## src/rtl/dvi_serdes_ctrl.sv

```systemverilog
// dvi_serdes_ctrl: serializer reset/flush sequencer and 10:5 TMDS gearbox.
// Emits LSB-first 5-bit halves of three data symbols plus the clock lane at 2x pixel rate.
module dvi_serdes_ctrl #(
    parameter int unsigned RST_CYCLES   = 16,
    parameter int unsigned FLUSH_CYCLES = 32
) (
    input  logic        gclk,
    input  logic        reset_n,
    input  logic        pll_locked,
    input  logic [29:0] sym_data,
    input  logic        sym_valid,
    output logic        sym_ready,
    output logic        serdes_rst,
    output logic [19:0] lane_data,
    output logic        running,
    output logic        underrun,
    input  logic        underrun_clr
);
    localparam int unsigned HALF_W  = 5;
    localparam int unsigned SYM_W   = 10;
    localparam int unsigned CNT_MAX = (RST_CYCLES > FLUSH_CYCLES) ? RST_CYCLES : FLUSH_CYCLES;
    localparam int unsigned CNT_W   = $clog2(CNT_MAX + 1);

    localparam logic [SYM_W-1:0]  TOKEN  = 10'b1101010100;
    localparam logic [HALF_W-1:0] TOK_LO = 5'b10100;
    localparam logic [HALF_W-1:0] TOK_HI = 5'b11010;
    localparam logic [HALF_W-1:0] CLK_LO = 5'b00000;
    localparam logic [HALF_W-1:0] CLK_HI = 5'b11111;
    localparam logic [19:0]       LANE_IDLE = {CLK_LO, TOK_LO, TOK_LO, TOK_LO};

    typedef enum logic [1:0] {
        S_WAIT_LOCK = 2'd0,
        S_RST_HOLD  = 2'd1,
        S_FLUSH     = 2'd2,
        S_RUN       = 2'd3
    } state_t;

    state_t             r_state;
    state_t             w_state_nxt;
    logic [CNT_W-1:0]   r_cnt;
    logic [CNT_W-1:0]   w_cnt_nxt;
    logic               r_lock_meta;
    logic               r_lock_s;
    logic               r_ph;
    logic               r_serdes_rst;
    logic               r_running;
    logic               r_underrun;
    logic [19:0]        r_lane;
    logic [14:0]        r_hold;
    logic [29:0]        w_sym_sel;
    logic [14:0]        w_lo;
    logic [14:0]        w_hi;
    logic               w_ur_set;

    // Two-flop synchronizer for the asynchronous lock indication.
    always_ff @(posedge gclk or negedge reset_n) begin
        if (!reset_n) begin
            r_lock_meta <= 1'b0;
            r_lock_s    <= 1'b0;
        end else begin
            r_lock_meta <= pll_locked;
            r_lock_s    <= r_lock_meta;
        end
    end

    always_ff @(posedge gclk or negedge reset_n) begin
        if (!reset_n) begin
            r_state <= S_WAIT_LOCK;
            r_cnt   <= '0;
        end else begin
            r_state <= w_state_nxt;
            r_cnt   <= w_cnt_nxt;
        end
    end

    // Counter saturates rather than wraps; FLUSH only exits on ph=1 so RUN opens on ph=0.
    always_comb begin
        w_state_nxt = r_state;
        w_cnt_nxt   = (r_cnt == CNT_W'(CNT_MAX)) ? r_cnt : r_cnt + CNT_W'(1);
        case (r_state)
            S_WAIT_LOCK: begin
                w_cnt_nxt = '0;
                if (r_lock_s) begin
                    w_state_nxt = S_RST_HOLD;
                end
            end
            S_RST_HOLD: begin
                if (r_cnt >= CNT_W'(RST_CYCLES - 1)) begin
                    w_state_nxt = S_FLUSH;
                    w_cnt_nxt   = '0;
                end
            end
            S_FLUSH: begin
                if ((r_cnt >= CNT_W'(FLUSH_CYCLES - 1)) && r_ph) begin
                    w_state_nxt = S_RUN;
                    w_cnt_nxt   = '0;
                end
            end
            S_RUN: begin
                w_cnt_nxt = '0;
            end
            default: begin
                w_state_nxt = S_WAIT_LOCK;
                w_cnt_nxt   = '0;
            end
        endcase
        if (!r_lock_s) begin
            w_state_nxt = S_WAIT_LOCK;
            w_cnt_nxt   = '0;
        end
    end

    assign w_sym_sel = ((r_state == S_RUN) && sym_valid) ? sym_data : {3{TOKEN}};
    assign w_lo      = {w_sym_sel[24:20], w_sym_sel[14:10], w_sym_sel[4:0]};
    assign w_hi      = {w_sym_sel[29:25], w_sym_sel[19:15], w_sym_sel[9:5]};
    assign w_ur_set  = (r_state == S_RUN) && !r_ph && !sym_valid;

    always_ff @(posedge gclk or negedge reset_n) begin
        if (!reset_n) begin
            r_ph         <= 1'b0;
            r_serdes_rst <= 1'b1;
            r_running    <= 1'b0;
            r_underrun   <= 1'b0;
        end else begin
            r_ph         <= (w_state_nxt == S_WAIT_LOCK) ? 1'b0 : ~r_ph;
            r_serdes_rst <= !((w_state_nxt == S_FLUSH) || (w_state_nxt == S_RUN));
            r_running    <= (w_state_nxt == S_RUN);
            if (w_ur_set) begin
                r_underrun <= 1'b1;
            end else if (underrun_clr) begin
                r_underrun <= 1'b0;
            end
        end
    end

    // Gearbox: ph=0 captures a symbol (or tokens) and sends low halves; ph=1 sends held high halves.
    always_ff @(posedge gclk or negedge reset_n) begin
        if (!reset_n) begin
            r_lane <= LANE_IDLE;
            r_hold <= {TOK_HI, TOK_HI, TOK_HI};
        end else if (!r_lock_s) begin
            r_lane <= LANE_IDLE;
            r_hold <= {TOK_HI, TOK_HI, TOK_HI};
        end else if (!r_ph) begin
            r_lane <= {CLK_LO, w_lo};
            r_hold <= w_hi;
        end else begin
            r_lane <= {CLK_HI, r_hold};
        end
    end

    assign sym_ready  = r_running & ~r_ph;
    assign serdes_rst = r_serdes_rst;
    assign running    = r_running;
    assign underrun   = r_underrun;
    assign lane_data  = r_lane;

endmodule

```

## config.mk

```make
export PLATFORM = sky130hd
export DESIGN_NAME = dvi_serdes_ctrl
export DESIGN_NICKNAME = d
export VERILOG_FILES = /design/src/rtl/dvi_serdes_ctrl.sv
export SDC_FILE = /design/constraint.sdc
export NUM_CORES = 1
export LEC_CHECK = 0
export BUFFER_PORTS_ARGS = -buffer_cell sky130_fd_sc_hd__buf_2
export CAP_MARGIN = 20
export CELL_PAD_IN_SITES_DETAIL_PLACEMENT = 0
export CELL_PAD_IN_SITES_GLOBAL_PLACEMENT = 1
export CORE_ASPECT_RATIO = 1.4
export CORE_MARGIN = 10
export CORE_UTILIZATION = 41
export CTS_BUF_LIST = sky130_fd_sc_hd__clkbuf_8
export DETAILED_ROUTE_END_ITERATION = 7
export HOLD_SLACK_MARGIN = 0.05
export PLACE_DENSITY_LB_ADDON = 0.1
export SETUP_SLACK_MARGIN = 0.1
export SYNTH_ARGS = -nofsm -noshare
export SYNTH_HDL_FRONTEND = slang
export SYNTH_SLANG_ARGS = --single-unit
```

## constraint.sdc

```tcl
create_clock -name gclk -period 1.88 [get_ports gclk]
set_input_delay 0.188 -clock gclk [delete_from_list [all_inputs] [get_ports gclk]]
set_output_delay 0.188 -clock gclk [all_outputs]
set_load 0.03 [all_outputs]
```

==> metrics.md <==
| Metric | Value |
|---|---|
| Placed wire-length estimate | 3.16 mm |
| Fraction of registers with async set/reset | 1.00 |
| Post-route cell area | 2270 um2 |
| Global route total overflow | 0 |
| Post-Layout Cell Count | 258 |
| Cell at the root of the clock tree | sky130_fd_sc_hd__clkbuf_8 |
| Unrepaired setup endpoints after global routing | no |
| Quantity of I/O buffers inserted on ports | 58 |
| Floorplan die width | 76.3 um |
| Maximum vdd ir drop | 0.412 mV |
| Crit path DAT | 1.88 ns |
| Crit Reg-Reg Endpoint | r_cnt[0] |
| Vertical die dimension | 98.9 um |
| Rows | 28 |
| Number of distinct library cell variants in the gate-level netlist after synthesis | 37 |
| Synthesized area | 1820 um2 |
| TritonCTS clock tree | yes |
| Area contributors post-synth | sky130_fd_sc_hd__dfrtp_1 40%, sky130_fd_sc_hd__dfstp_2 23%, sky130_fd_sc_hd__o22a_1 6.3% |
| Number of nets in the synthesized netlist | 174 |
| Initial Utilization | 0.426 |
| Leakage dissipation | 1.07 nW |
| Element type at the critical path end | flip-flop |
| Reg2reg path depth | 4 |
| Post-synth top flop | sky130_fd_sc_hd__dfrtp_1 |
| Required time at the endpoint of the critical path | 2.08 ns |
| Routed length per instance | 16.3 um |
| Clock Sinks | 45 |
| CTS Hold Bufs | 2 |
| Worst Clk Skew | 0.00178 ns |
| Launch point of the worst reg-to-reg path | r_cnt[0] |
| Count of boundary I/O pins | 59 |
| Number of H-tree levels | 2 |
| Post-Route Setup TNS | 0 ns |
| Area after detailed placement | 2140 um2 |
| Number of synthesized flops with an enable pin | 0 |
| Register-to-register path setup slack | 0.20 ns |
| Min-delay src | underrun_clr |
| Largest fanout on the critical path | 4 |
| TritonCTS Buffers | 5 |
| Number of hold-slack violations in the final timing report | 0 |
| Maximum clock rate | 596 MHz |
| Crit path kind | flip-flop to flip-flop |
| Antenna violations before repair | 0 |
| Post-synthesis to final-layout area growth | 24.7% |
| Via count | 1321 |
| Largest net degree at the start of global routing | 24 |
| Cell depth of the worst hold path | 2 |
| Skew-Pair Late Insertion Delay | 0.29 ns |
| Ratio of routed vias to standard cells | 5.12 |
| Share of final-layout standard cells stronger than drive strength 1 | 0.470 |
| Synthesized instance count | 137 |
| First DRT Iteration DRCs | 81 |
| Number of synthesized register bits | 45 |
| Gp weighted congestion | 0.783 |
| Total number of yosys warnings | 0 |
| Total Power Consumption | 0.00189 W |
| DRT antenna net count | 0 |
| Post-route minimum period | 1.68 ns |
| Launching element type of the critical path | flip-flop |
| Final setup viols | 0 |
| Remaining DRCs | 0 |
| Synth top area share | 0.398 |
| Via count of the first global-routing pass | 1405 |
| Class of the tightest hold or removal check | primary input to flip-flop |
| Outcome | finished, final reports clean |
| Synthesized area per cell | 13.3 um2 |
| Total wire length | 4.21 mm |
| Length of the first detailed-routing pass in iterations | 4 |
| Sequential fraction of the synthesis area | 0.629 |
| Headroom to the max-slew limit | 0.630 |
| Least-Margin Pin Slew | 0.555 ns |
| Area enclosed by the die boundary | 7550 um2 |
| Worst hold path endpoint | underrun |
| Clock transition time at the flip-flop clock pins of the worst setup and hold paths | 0.08 ns |
| Power density over the cells | 831 nW/um2 |
| Max clock buf depth | 2 |
| Setup fix buffers added after clock tree synthesis | 0 |
| Number of max-capacitance violations reported | 0 |
| Area of the core region | 4270 um2 |
| Antenna fix cells | 0 |
| Cell count after placement | 248 |
| Final count of pins violating max slew | 0 |
| Cell taking the most area after synthesis | sky130_fd_sc_hd__dfrtp_1 |
| NumNets Final | 234 |
| Global-route usage over all layers | 0.115 |
| Final clock period utilization by the worst path | 0.893 |
| Total of cells resized after clock tree synthesis | 0 |
| First-pass GRT wire length | 7.15 mm |
stage by stage:
step	hold slack [ns]	utilization	setup slack (ns)
floorplan	-0.108	-	0.418
global placement	0.172	0.500	0.307
detailed placement	0.178	0.500	0.222
CTS	0.0579	0.532	0.193
global route	0.0837	0.532	0.110
finish	0.0644	0.532	0.201
kinds of logic (layout without fill, tap and decap cells):
group / after synthesis / after routing / share of synthesized area
XOR/XNOR: 3 / 3 / 0.0144
flip-flops: 45 / 45 / 0.629
AND/OR/NAND/NOR: 24 / 24 / 0.0804
AO/OA/AOI/OAI: 47 / 47 / 0.209
adder cells (fa/ha/maj): 2 / 2 / 0.0137
buffers and inverters: 16 / 77 / 0.0529
worst max-delay path, cell delays in order, from the launching register on:
cell and delay, ns:
sky130_fd_sc_hd__dfrtp_1 0.42, sky130_fd_sc_hd__ha_1 0.26, sky130_fd_sc_hd__a311oi_2 0.37, sky130_fd_sc_hd__nand4b_1 0.25, sky130_fd_sc_hd__a211oi_1 0.28
worst max-delay path by stage:
stage                     cells past startpoint  slack (ns)      from        to
after floorplan                               4        0.42  r_cnt[0]  r_cnt[0]
final                                         4        0.20  r_cnt[0]  r_cnt[0]
after global placement                        4        0.31  r_cnt[0]  r_cnt[0]
after detailed placement                      4        0.22  r_cnt[0]  r_cnt[0]
after global routing                          4        0.11  r_cnt[0]  r_cnt[0]
after CTS                                     4        0.19  r_cnt[0]  r_cnt[0]
per-layer routing:
| layer | track usage | vias to the layer above | routed length, um |
|---|---|---|---|
| met1 | 0.136 | 641 | 1870 |
| li1 | - | 620 | - |
| met3 | 0.0436 | 7 | 274 |
| met2 | 0.181 | 53 | 1990 |
| met4 | 0.0531 | 0 | 70 |
| met5 | 0 | - | 0 |
cell usage after synthesis (2+ instances only):
master                     instances
sky130_fd_sc_hd__a21oi_1           4
sky130_fd_sc_hd__a22o_1           10
sky130_fd_sc_hd__a22o_2            5
sky130_fd_sc_hd__and2b_2           2
sky130_fd_sc_hd__buf_2             2
sky130_fd_sc_hd__buf_4             4
sky130_fd_sc_hd__clkbuf_1          2
sky130_fd_sc_hd__dfrtp_1          29
sky130_fd_sc_hd__dfstp_2          16
sky130_fd_sc_hd__ha_1              2
sky130_fd_sc_hd__inv_1             6
sky130_fd_sc_hd__nand2_1           7
sky130_fd_sc_hd__nand3_1           3
sky130_fd_sc_hd__nand4b_1          2
sky130_fd_sc_hd__nor2_1            2
sky130_fd_sc_hd__o21ai_0           6
sky130_fd_sc_hd__o22a_1           13
sky130_fd_sc_hd__xor2_1            3
cell type report:
class,instances,area [um2]
fill,411,2000
sequential,45,1150
multi-input combinational,76,579
timing repair buffer,63,333
clock buffer,6,82.6
tap,60,75.1
clock inverter,2,33.8
inverter,6,22.5
where the power goes:
group          internal (W)  leakage [nW]  total, W  switching, W
Clock              0.000428        0.0626  0.000735      0.000307
Combinational     0.0000605         0.451  0.000152     0.0000911
Sequential         0.000988         0.559   0.00100     0.0000134
cells in the final DEF, fill, tap and decap left out, types with 2 or more instances in the layout:
cell type | synthesis | routed
sky130_fd_sc_hd__buf_2 | 2 | 58
sky130_fd_sc_hd__dfrtp_1 | 29 | 29
sky130_fd_sc_hd__dfstp_2 | 16 | 16
sky130_fd_sc_hd__o22a_1 | 13 | 13
sky130_fd_sc_hd__a22o_1 | 10 | 10
sky130_fd_sc_hd__inv_1 | 6 | 7
sky130_fd_sc_hd__nand2_1 | 7 | 7
sky130_fd_sc_hd__o21ai_0 | 6 | 6
sky130_fd_sc_hd__clkbuf_8 | 0 | 6
sky130_fd_sc_hd__a22o_2 | 5 | 5
sky130_fd_sc_hd__a21oi_1 | 4 | 4
sky130_fd_sc_hd__nand3_1 | 3 | 3
sky130_fd_sc_hd__xor2_1 | 3 | 3
sky130_fd_sc_hd__buf_4 | 4 | 3
sky130_fd_sc_hd__nor2_1 | 2 | 2
sky130_fd_sc_hd__nand4b_1 | 2 | 2
sky130_fd_sc_hd__and2b_2 | 2 | 2
sky130_fd_sc_hd__ha_1 | 2 | 2
sky130_fd_sc_hd__dlygate4sd3_1 | 0 | 2
sequential cells by signal, indices dropped and copies added, names as in the netlist:
signal       cells
r_state          2
r_lock_s         1
running          1
r_cnt            6
r_ph             1
underrun         1
r_hold          15
serdes_rst       1
lane_data       16
r_lock_meta      1
Power figures use the tool's default switching activity.
